### config.mk
export PLATFORM = sky130hd
export DESIGN_NAME = bl_wl_prog_ctrl
export DESIGN_NICKNAME = d
export VERILOG_FILES = /design/src/rtl/bl_wl_prog_ctrl.sv
export SDC_FILE = /design/constraint.sdc
export NUM_CORES = 1
export LEC_CHECK = 0
export BUFFER_PORTS_ARGS = -buffer_cell sky130_fd_sc_hd__buf_4
export CAP_MARGIN = 15
export CORE_MARGIN = 4
export CORE_UTILIZATION = 41
export DETAILED_ROUTE_END_ITERATION = 6
export HOLD_SLACK_MARGIN = 0.1
export PLACE_DENSITY = 0.75
export SLEW_MARGIN = 15
export SYNTH_ARGS = -nofsm -noshare
export SYNTH_HDL_FRONTEND = slang
export SYNTH_SLANG_ARGS = --single-unit
export TNS_END_PERCENT = 5
### constraint.sdc
create_clock -name prog_clk -period 1.6 [get_ports prog_clk]
set_clock_uncertainty 0.1 [all_clocks]
set_input_delay 0.08 -clock prog_clk [delete_from_list [all_inputs] [get_ports prog_clk]]
set_output_delay 0.08 -clock prog_clk [all_outputs]
set_load 0.05 [all_outputs]
### src/rtl/bl_wl_prog_ctrl.sv
// Row-at-a-time BL/WL programming sequencer for a ROWS x COLS configuration SRAM bank; optional bank clear via PROG_BANK_CLEAR_EN.
// Latency: 1 + SETUP_CYC + PULSE_CYC + HOLD_CYC cycles per row, plus CLR_CYC (when PROG_BANK_CLEAR_EN is defined) and 1 DONE cycle per program.
// Backpressure: din_ready is high only in WAIT_DATA; the block stalls indefinitely there with wl low until din_valid arrives.
module bl_wl_prog_ctrl #(
  parameter int ROWS      = 16,
  parameter int COLS      = 8,
  parameter int SETUP_CYC = 1,
  parameter int PULSE_CYC = 2,
  parameter int HOLD_CYC  = 1,
  parameter int CLR_CYC   = 2
) (
  input  logic                    prog_clk,
  input  logic                    RSTN,
  input  logic                    start,
  input  logic                    abort,
  input  logic [COLS-1:0]         din,
  input  logic                    din_valid,
  output logic                    din_ready,
  output logic [COLS-1:0]         bl,
  output logic [ROWS-1:0]         wl,
  output logic                    cell_reset,
  output logic                    busy,
  output logic                    done,
  output logic [$clog2(ROWS)-1:0] row_idx
);

  localparam int RW    = $clog2(ROWS);
  // The counter is sized over every timed window, CLR_CYC included, so the
  // width does not change between the clear-enabled and clear-less builds.
  localparam int MAX_A = (SETUP_CYC > PULSE_CYC) ? SETUP_CYC : PULSE_CYC;
  localparam int MAX_B = (HOLD_CYC > CLR_CYC) ? HOLD_CYC : CLR_CYC;
  localparam int MAXC  = (MAX_A > MAX_B) ? MAX_A : MAX_B;
  localparam int CW    = (MAXC > 1) ? $clog2(MAXC) : 1;

  typedef enum logic [2:0] {
    IDLE,
`ifdef PROG_BANK_CLEAR_EN
    CLEAR,
`endif
    WAIT_DATA,
    SETUP,
    PULSE,
    HOLD,
    DONE
  } state_t;

  state_t          state, state_nxt;
  logic [CW-1:0]   cnt, cnt_nxt;
  logic [RW-1:0]   row_nxt;
  logic [COLS-1:0] bl_nxt;

  // State, phase counter, row index and bit-line register.
  always_ff @(posedge prog_clk) begin
    if (!RSTN) begin
      state   <= IDLE;
      cnt     <= '0;
      row_idx <= '0;
      bl      <= '0;
    end else begin
      state   <= state_nxt;
      cnt     <= cnt_nxt;
      row_idx <= row_nxt;
      bl      <= bl_nxt;
    end
  end

  // Next-state logic; each timed state loads N-1 on entry and exits at zero.
  always_comb begin
    state_nxt = state;
    cnt_nxt   = cnt;
    row_nxt   = row_idx;
    bl_nxt    = bl;
    case (state)
      IDLE: begin
        row_nxt = '0;
        if (start) begin
`ifdef PROG_BANK_CLEAR_EN
          state_nxt = CLEAR;
          cnt_nxt   = CW'(CLR_CYC - 1);
`else
          state_nxt = WAIT_DATA;
`endif
        end
      end
`ifdef PROG_BANK_CLEAR_EN
      CLEAR: begin
        if (cnt == '0) state_nxt = WAIT_DATA;
        else           cnt_nxt   = cnt - CW'(1);
      end
`endif
      WAIT_DATA: begin
        if (din_valid) begin
          bl_nxt    = din;
          state_nxt = SETUP;
          cnt_nxt   = CW'(SETUP_CYC - 1);
        end
      end
      SETUP: begin
        if (cnt == '0) begin
          state_nxt = PULSE;
          cnt_nxt   = CW'(PULSE_CYC - 1);
        end else begin
          cnt_nxt = cnt - CW'(1);
        end
      end
      PULSE: begin
        if (cnt == '0) begin
          state_nxt = HOLD;
          cnt_nxt   = CW'(HOLD_CYC - 1);
        end else begin
          cnt_nxt = cnt - CW'(1);
        end
      end
      HOLD: begin
        if (cnt == '0) begin
          // The last row goes to DONE without touching row_idx, so it never wraps.
          if (row_idx == RW'(ROWS - 1)) begin
            state_nxt = DONE;
          end else begin
            row_nxt   = row_idx + RW'(1);
            state_nxt = WAIT_DATA;
          end
        end else begin
          cnt_nxt = cnt - CW'(1);
        end
      end
      DONE: begin
        state_nxt = IDLE;
        bl_nxt    = '0;
        row_nxt   = '0;
      end
      default: state_nxt = IDLE;
    endcase
    // Abort dominates everything but reset; a start in the same cycle is lost.
    if (abort) begin
      state_nxt = IDLE;
      cnt_nxt   = '0;
      row_nxt   = '0;
      bl_nxt    = '0;
    end
  end

  // Outputs decoded purely from registered state: no input reaches an output combinationally.
  always_comb begin
    wl = '0;
    if (state == PULSE) wl[row_idx] = 1'b1;
    busy      = (state != IDLE);
    din_ready = (state == WAIT_DATA);
    done      = (state == DONE);
`ifdef PROG_BANK_CLEAR_EN
    cell_reset = (state == CLEAR);
`else
    cell_reset = 1'b0;
`endif
  end

endmodule

Word-level counts from Yosys, hierarchy flattened
Index checks and enable logic that the tools add are counted.
{ "op_classes": {"add_sub_neg": 2, "order_cmp": 2, "n_eq_ne": 12, "mux": 19, "bitwise": 1, "n_reduce_logical": 13} }
{ "op_table": {"columns": ["operator", "n"], "rows": [
  ["3-bit two-way mux", 6],
  ["16-bit two-way mux", 1],
  ["8-bit one-hot mux with 2 select lines", 1],
  ["3-bit one-hot mux with 5 select lines", 1],
  ["2-bit inequality test (second input constant)", 6],
  ["4-bit two-way mux", 2],
  ["8-bit two-way mux", 1],
  ["4-bit one-hot mux with 2 select lines", 1],
  ["3-bit by 2-bit == test with 1-bit output (second input constant)", 2],
  ["3-bit == test (second input constant)", 2],
  ["3-bit nonzero test", 2],
  ["2-bit OR reduction", 3],
  ["4-bit by 5-bit less-than comparator with 1-bit output (second input constant)", 1],
  ["5-bit AND reduction", 1],
  ["4-bit by 1-bit adder with 4-bit output (second input constant)", 1],
  ["1-bit demux with 4-bit select", 1],
  ["4-bit == test (second input constant)", 1],
  ["4-bit by 1-bit >= comparator with 1-bit output (second input constant)", 1],
  ["1-bit two-way mux", 4],
  ["2-bit AND reduction", 2],
  ["2-bit nonzero test", 2],
  ["3-bit by 1-bit == test with 1-bit output (second input constant)", 1],
  ["3-bit zero test", 1],
  ["1-bit one-hot mux with 3 select lines", 1],
  ["4 further kinds", 4]
]} }
{ "totals": {"reg_bits": 16, "inputBits": 13, "wordCells": 53} }

Depth between registers and ports, before layout
Gate-level depths: netlist of run 1.
{ "depth": {"word_depth": 5, "mapped_depth": 6} }

Worst setup path before layout of run 1
Ideal clock, no wire load.
{ "synth_timing": {"kind": "register -> output", "start": "register row_idx[1]", "end": "output wl[3]", "arrival_time_ns": 2.171, "required_ns": 1.420, "slack_ns": -0.751, "stages_incl_launch_ff": 4, "path_buffers": 0, "cell_sequence": "dfxtp_1 -> ha_1 -> nand2_1 -> nor3_1"} }
{ "synth_between": {"elab_chain_cells": 5, "word_cells_on_any_way": 6} }
{ "synth_rtl": {"columns": ["element", "line_no", "rtl"], "rows": [
  ["start, declared", "24", "output logic [$clog2(ROWS)-1:0] row_idx"],
  ["start signal, assigned", "62", "row_idx <= row_nxt;"],
  ["4-bit by 5-bit less-than comparator with 1-bit output (not written as such) or 4-bit by 1-bit >= comparator with 1-bit output (tied branches)", "146", "if (state == PULSE) wl[row_idx] = 1'b1;"],
  ["1-bit logical AND (not written as such)", "146", null],
  ["1-bit two-way mux (not written as such)", "146", null],
  ["1-bit demux with 4-bit select (*)", "146", null],
  ["16-bit two-way mux (*)", "146", null],
  ["end, declared", "20", "output logic [ROWS-1:0] wl,"]
]} }
Mark *: on every way between the ends. The rest lies on a longest branch, timed or not.

Worst setup path in the final report of run 1
{ "layout_timing": {"start": "register state[0]", "end": "output wl[0]"} }
{ "layout_between": {"elab_chain_cells": 2} }
{ "layout_rtl": {"columns": ["element", "line_no", "rtl"], "rows": [
  ["start, declared", "47", "state_t state, state_nxt;"],
  ["start signal, assigned", "60", "state <= state_nxt;"],
  ["3-bit by 2-bit == test with 1-bit output", "146", null],
  ["16-bit two-way mux", "146", null]
]} }
Every way passes these cells.

==> impl_metrics.csv, run 1 <==
group,metric,value,unit
detailed_routing,avgRoutedWirePerCell,14.5,um
logic_synthesis,synth_top_cell_area_share,33.7,%
detailed_routing,dr.first_iter.drc_count,51,
clocking,insertion_delay,0.29,ns
clocking,cts_tree,"built",
min_path,min_path_cells,4,
min_path,hp-class,"input pin to register",
pwr,swShare,24.7,%
critical_path,r2r-start,"row_idx[0]",
logic_synthesis,avgSynthCellArea,7.86,um^2
job,maxCapViolations,0,
critical_path,startpoint,"state[0]",
sta,rsz0062_at_grt,"true",
detailed_routing,postRouteAntennaNets,0,
sta,period_needed,1.63,ns
critical_path,crit_slowest_cell,"dfxtp_2",
critical_path,critPathMaxStageDelay,0.35,ns
layout,seq_area,328,um^2
die,dieArea,3150,um^2
global_route,grtUsageTotal,19.0,%
detailed_routing,wl_met1,1.20,mm
critical_path,crit_path_start_kind,"register",
sta,setup_viol,8,
clocking,clockBufferDepth,2,
sta,fin_ws,-0.0265,ns
pwr,pwr-share-clk,33.3,%
global_route,grt_overflow,0,
layout,multi_input_area,721,um^2
critical_path,regToRegEndpoint,"row_idx[3]",
clocking,ctsHtreeMaxLevel,1,
pwr,p_comb_share,16.5,%
logic_synthesis,synth_top_area_cell,"dfxtp_1",
logic_synthesis,netlist_area,951,um^2
sta,fin_crit_sh,102,%
logic_synthesis,seq_area_frac_synth,33.7,%
die,pin_count,45,
critical_path,cp_max_fo,4,
detailed_routing,dr_total_vias,1096,
logic_synthesis,syn_inst,121,
critical_path,required,1.42,ns
clocking,cts_buffers,3,
die,start_util,43.0,%
sta,finalHoldViolations,0,
logic_synthesis,synth-edff-count,0,
layout,areaGrowthSynthToFinish,81.2,%
critical_path,regToRegSetupSlack,0.03,ns
critical_path,crit_type,"register to primary output",
outcome,violations,"setup timing",
layout,diodes,0,
global_route,grt_pass1_vias,1070,
critical_path,cp_num_buf_inv,1,
place,dp_hpwl,2.03,mm
clocking,root_buffer,"clkbuf_4",
critical_path,crit_path_cell_trace,"nor2b_4 -> and2_4 -> nand2_4 -> nor3_4 -> buf_6",
detailed_routing,dr.pass1.iters,4,
layout,fin_cells,208,
layout,nFillCells,159,
detailed_routing,dr_wl_met2,1.63,mm
die,rows,17,
critical_path,r2r_cells,5,
global_route,grt_pass1_wl,4.88,mm
sta,fin_hold_ws,0.137,ns
logic_synthesis,synth_nets,138,
detailed_routing,highest_layer,"met3",
global_route,antenna_found_initial,0,
logic_synthesis,synth_flop_cell,"dfxtp_1",
clocking,clkTransAtPathRegs,0.10,ns
die,die_x,56.2,um
detailed_routing,wirelength,3.01,mm
detailed_routing,dr_wl_met3,180,um
pwr,peakVddDrop,0.423,mV
logic_synthesis,yosys.cell_count.top_type,"nor2_1",
critical_path,crit_family,"simple AND/OR/NAND/NOR gates",
place,port_buffers,43,
clocking,cts.sinks,16,
detailed_routing,via_per_inst,5.27,
min_path,hold_start,"abort",
layout,fin_util,77.9,%
global_route,grt_start_max_net_pins,10,
place,place.gp.congestion,0.834,
min_path,worstHoldEndpoint,"state[0]",
sta,max_slew_margin,62.4,%
sta,drv_slew,0,
critical_path,critPathArrivalTime,1.45,ns
logic_synthesis,ys_seq_elements,16,
critical_path,crit_path_end_kind,"primary output",
logic_synthesis,yosysWarnings,0,
die,coreArea,2210,um^2
pwr,p_leak,0.729,nW
sta,fmax,615,MHz
place,dp_cells,193,
logic_synthesis,yosys-top-cells-area,"dfxtp_1 (34%), nor2_1 (10%), a22oi_1 (7.1%)",
logic_synthesis,ys_top_cells_by_count,"nor2_1 (26), dfxtp_1 (16), a22oi_1 (9), nand2_1 (7), nor3_1 (7)",
pwr,p_per_area,469,nW/um^2
pwr,power_frac_seq,50.1,%
die,fp.dieH,56.2,um
detailed_routing,drc,0,
outcome,run_status,"complete, but fails checks",
layout,nets,198,
logic_synthesis,async_flop_share,0,%
layout,drive_above_1_share,52.8,%
pwr,internal_power,0.608,mW
logic_synthesis,synth_cell_types,34,
sta,tightest_slew,0.561,ns
pwr,p_switching,0.200,mW
[registers in the layout, indices dropped and copies added, names as in the netlist]
signal	flops
state	3
row_idx	4
bl	8
cnt	1
[cells in the final DEF, fill, tap and decap left out, types with 3 or more instances in the layout]
master,netlist,final
buf_4,1,36
clkbuf_4,0,3
nand2_1,7,3
a31o_2,3,3
o21ai_0,3,3
nor2_1,26,14
a22oi_1,9,9
buf_6,1,13
dfxtp_2,0,6
nor2b_1,6,6
dlygate4sd3_1,0,9
nor2_4,0,8
nor3_4,0,4
nand2b_1,4,4
nand2_4,0,4
nor3_1,7,3
nor2_2,0,4
dfxtp_1,16,10
buf_8,0,4
[cell type report]
class                   instances  share of cell area, %
clock buffers                   4                   2.11
inverters                       3                  0.654
multi-input cells              93                   41.8
flip-flops and latches         16                   19.0
well taps                      28                   2.03
repair buffers                 64                   34.4
[what timing repair did]
item	in CTS	in global routing
hold buffers	11	0
setup endpoints to repair	17	26
setup buffers	0	0
pin swaps	1	0
hold endpoints to repair	12	0
gates resized for setup	28	10
[stage by stage]
step	power (mW)	TNS (ns)	cell area [um^2]	setup WS, ns
floorplan	0.483	-1.02	1070	-0.138
global placement	0.519	0	1450	0.0277
detailed placement	0.521	0	1450	0.00184
CTS	0.807	-0.0477	1690	-0.0168
global route	0.844	-1.10	1720	-0.106
finish	0.808	-0.0928	1720	-0.0265
[worst max path at each step]
stage                       endpoint  slack (ns)  cells past startpoint
after floorplan           row_idx[3]       -0.14                      5
after global placement    row_idx[3]        0.03                      5
after detailed placement  row_idx[3]       0.002                      5
after CTS                      wl[2]       -0.02                      6
after global routing           wl[0]       -0.11                      5
final                          wl[0]       -0.03                      5
[kinds of logic (layout without fill, tap and decap cells)]
| family | Yosys count | after routing | synth area share (%) |
|---|---|---|---|
| other | 1 | 1 | 0.394 |
| and+or+nand+nor | 61 | 61 | 32.9 |
| buffers and inverters | 12 | 71 | 6.58 |
| DFF | 16 | 16 | 33.7 |
| AOI/OAI and AO/OA | 27 | 27 | 21.2 |
| adders and majority gates | 4 | 4 | 5.26 |
[power groups by stage]
| stage | combinational [mW] | clock [mW] | sequential (mW) |
|---|---|---|---|
| after floorplan | 0.0630 | 0 | 0.420 |
| after global placement | 0.106 | 0 | 0.414 |
| after detailed placement | 0.107 | 0 | 0.414 |
| after CTS | 0.130 | 0.273 | 0.405 |
| after global routing | 0.144 | 0.294 | 0.406 |
| final | 0.134 | 0.269 | 0.405 |
[worst min-delay path, stage by stage]
cell      delay (ns)
buf_4           0.08
nand2b_4        0.14
or4_4           0.14
o31ai_1         0.06
[metal layers]
layer | up-vias | track usage [%]
met1 | 528 | 22.4
met3 | 0 | 5.10
li1 | 531 | -
met2 | 37 | 34.9
met5 | - | 0
met4 | 0 | 2.03
Note: power is estimated with default switching activity, not from simulation.
==> inputs of run 2 (changes only) <==
BUFFER_PORTS_ARGS = -buffer_cell sky130_fd_sc_hd__buf_2   (was -buffer_cell sky130_fd_sc_hd__buf_4)
PLACE_DENSITY = 0.85   (was 0.75)
==> impl_metrics.csv, run 2 (same netlist as run 1, synthesis figures left out) <==
group,metric,value,unit
outcome,run_status,"completed",
detailed_routing,via_per_inst,5.42,
die,rows,17,
sta,rsz0062_at_grt,"true",
pwr,p_per_area,432,nW/um^2
place,place.gp.congestion,0.888,
layout,drive_above_1_share,55.5,%
place,place_ws,-0.00614,ns
clocking,post-cts-setup-buffers,0,
min_path,hold_start,"start",
critical_path,crit_slowest_cell,"dfxtp_2",
die,pin_count,45,
place,place_area,1370,um^2
die,fp.dieH,56.2,um
die,dieArea,3150,um^2
critical_path,regToRegSetupSlack,0.02,ns
clocking,cts.sinks,16,
place,port_buffers,43,
place,dp_hpwl,2.09,mm
min_path,worstHoldEndpoint,"state[0]",
global_route,grt_pass1_wl,4.95,mm
clocking,clockBufferDepth,2,
layout,diodes,0,
critical_path,crit_path_start_kind,"register",
die,coreArea,2210,um^2
detailed_routing,avgRoutedWirePerCell,14.4,um
detailed_routing,dr_wl_met2,1.71,mm
layout,final_common_cell,"buf_2",
layout,multi_input_area,757,um^2
layout,fin_util,76.9,%
layout,largest_reg_flops,8,
clocking,cts_tree,"built",
pwr,peakVddDrop,0.468,mV
detailed_routing,dr.first_iter.drc_count,32,
detailed_routing,dr_total_vias,1139,
die,die_x,56.2,um
critical_path,crit_path_end_kind,"primary output",
layout,top_regs,"bl: 8 flops, row_idx: 4 flops, state: 3 flops",
clocking,ctsHtreeMaxLevel,1,
clocking,insertion_delay,0.28,ns
critical_path,r2r-start,"row_idx[0]",
layout,nets,201,
detailed_routing,dr_wl_met3,185,um
sta,fin_ws,0.0141,ns
detailed_routing,wl_met1,1.12,mm
sta,drv_slew,0,
global_route,grt_pass1_vias,1105,
sta,fin_crit_sh,99.1,%
detailed_routing,dr.pass1.iters,4,
critical_path,regToRegEndpoint,"row_idx[3]",
job,maxCapViolations,0,
pwr,pwr-share-clk,28.3,%
sta,finalHoldViolations,0,
sta,period_needed,1.59,ns
die,start_util,43.0,%
pwr,internal_power,0.546,mW
layout,final_cell_mix,"buf_2 (27), nor2_1 (14), buf_4 (13), buf_6 (11)",
pwr,p_leak,0.730,nW
critical_path,crit_type,"register to primary output",
sta,fmax,631,MHz
critical_path,r2r_cells,5,
min_path,min_path_cells,4,
global_route,grt_overflow,0,
sta,setup_viol,0,
global_route,grt_start_max_net_pins,15,
layout,seq_area,328,um^2
global_route,antenna_found_initial,0,
critical_path,critPathArrivalTime,1.41,ns
clocking,root_buffer,"clkbuf_4",
pwr,p_switching,0.188,mW
pwr,power_frac_seq,55.2,%
layout,areaGrowthSynthToFinish,78.8,%
pwr,p_comb_share,16.6,%
min_path,hp-class,"input pin to register",
detailed_routing,wirelength,3.03,mm
detailed_routing,highest_layer,"met4",
global_route,grtUsageTotal,19.4,%
critical_path,cp_max_fo,4,
clocking,clkTransAtPathRegs,0.09,ns
critical_path,crit_path_cell_trace,"nor2b_4 -> and2_4 -> nand2_4 -> nor3_4 -> buf_6",
pwr,swShare,25.7,%
layout,top_register,"bl",
detailed_routing,drc,0,
critical_path,required,1.42,ns
detailed_routing,postRouteAntennaNets,0,
layout,final_area,1700,um^2
clocking,cts_buffers,3,
critical_path,critPathMaxStageDelay,0.35,ns
layout,nFillCells,148,
-- run 2: power by group through the flow --
stage	combinational [mW]	clock (mW)	sequential (mW)
after detailed placement	0.0972	0	0.414
after CTS	0.119	0.214	0.405
after global routing	0.132	0.237	0.405
after global placement	0.0943	0	0.414
after floorplan	0.0630	0	0.420
final	0.122	0.208	0.405
-- run 2: repair_timing --
| item | CTS | global route |
|---|---|---|
| pin swaps | 1 | 0 |
| hold buffers | 11 | 0 |
| endpoints found under the hold margin | 12 | 0 |
| gates resized for setup | 41 | 20 |
| setup endpoints to repair | 17 | 20 |
-- run 2: worst max path at each step --
stage / start / slack (ns) / end / depth (start not counted)
global placement: row_idx[0] / 0.03 / row_idx[3] / 5
detailed placement: row_idx[0] / -0.006 / row_idx[3] / 5
global route: state[0] / -0.07 / wl[0] / 5
floorplan: row_idx[0] / -0.14 / row_idx[3] / 5
CTS: row_idx[0] / -0.03 / wl[0] / 6
finish: state[0] / 0.01 / wl[3] / 5
-- run 2: layout make-up --
cell class,count,share of cell area [%]
inverter,3,0.809
sequential,16,19.3
tap,28,2.06
multi-input combinational,93,44.5
clock buffer,3,1.32
timing repair buffer,67,32.0
-- run 2: through the flow --
step	power [mW]	hold WS [ns]	TNS, ns	cells
after floorplan	0.483	0.143	-1.02	121
after global placement	0.508	0.227	0	196
after detailed placement	0.511	0.244	-0.00614	196
after CTS	0.738	0.158	-0.0433	210
after global routing	0.774	0.209	-0.676	210
final	0.734	0.165	0	210
-- run 2: worst max-delay path: cells and delay by family, from the launching register on --
family | cells | cell delay [ns]
AND/OR/NAND/NOR | 4 | 0.61
flip-flops | 1 | 0.35
buffers and inverters | 1 | 0.18
-- run 2: metal layers --
layer	up-vias	track usage, %
met4	0	6.10
met1	546	21.1
met2	48	37.1
met5	-	0
li1	543	-
met3	2	3.71
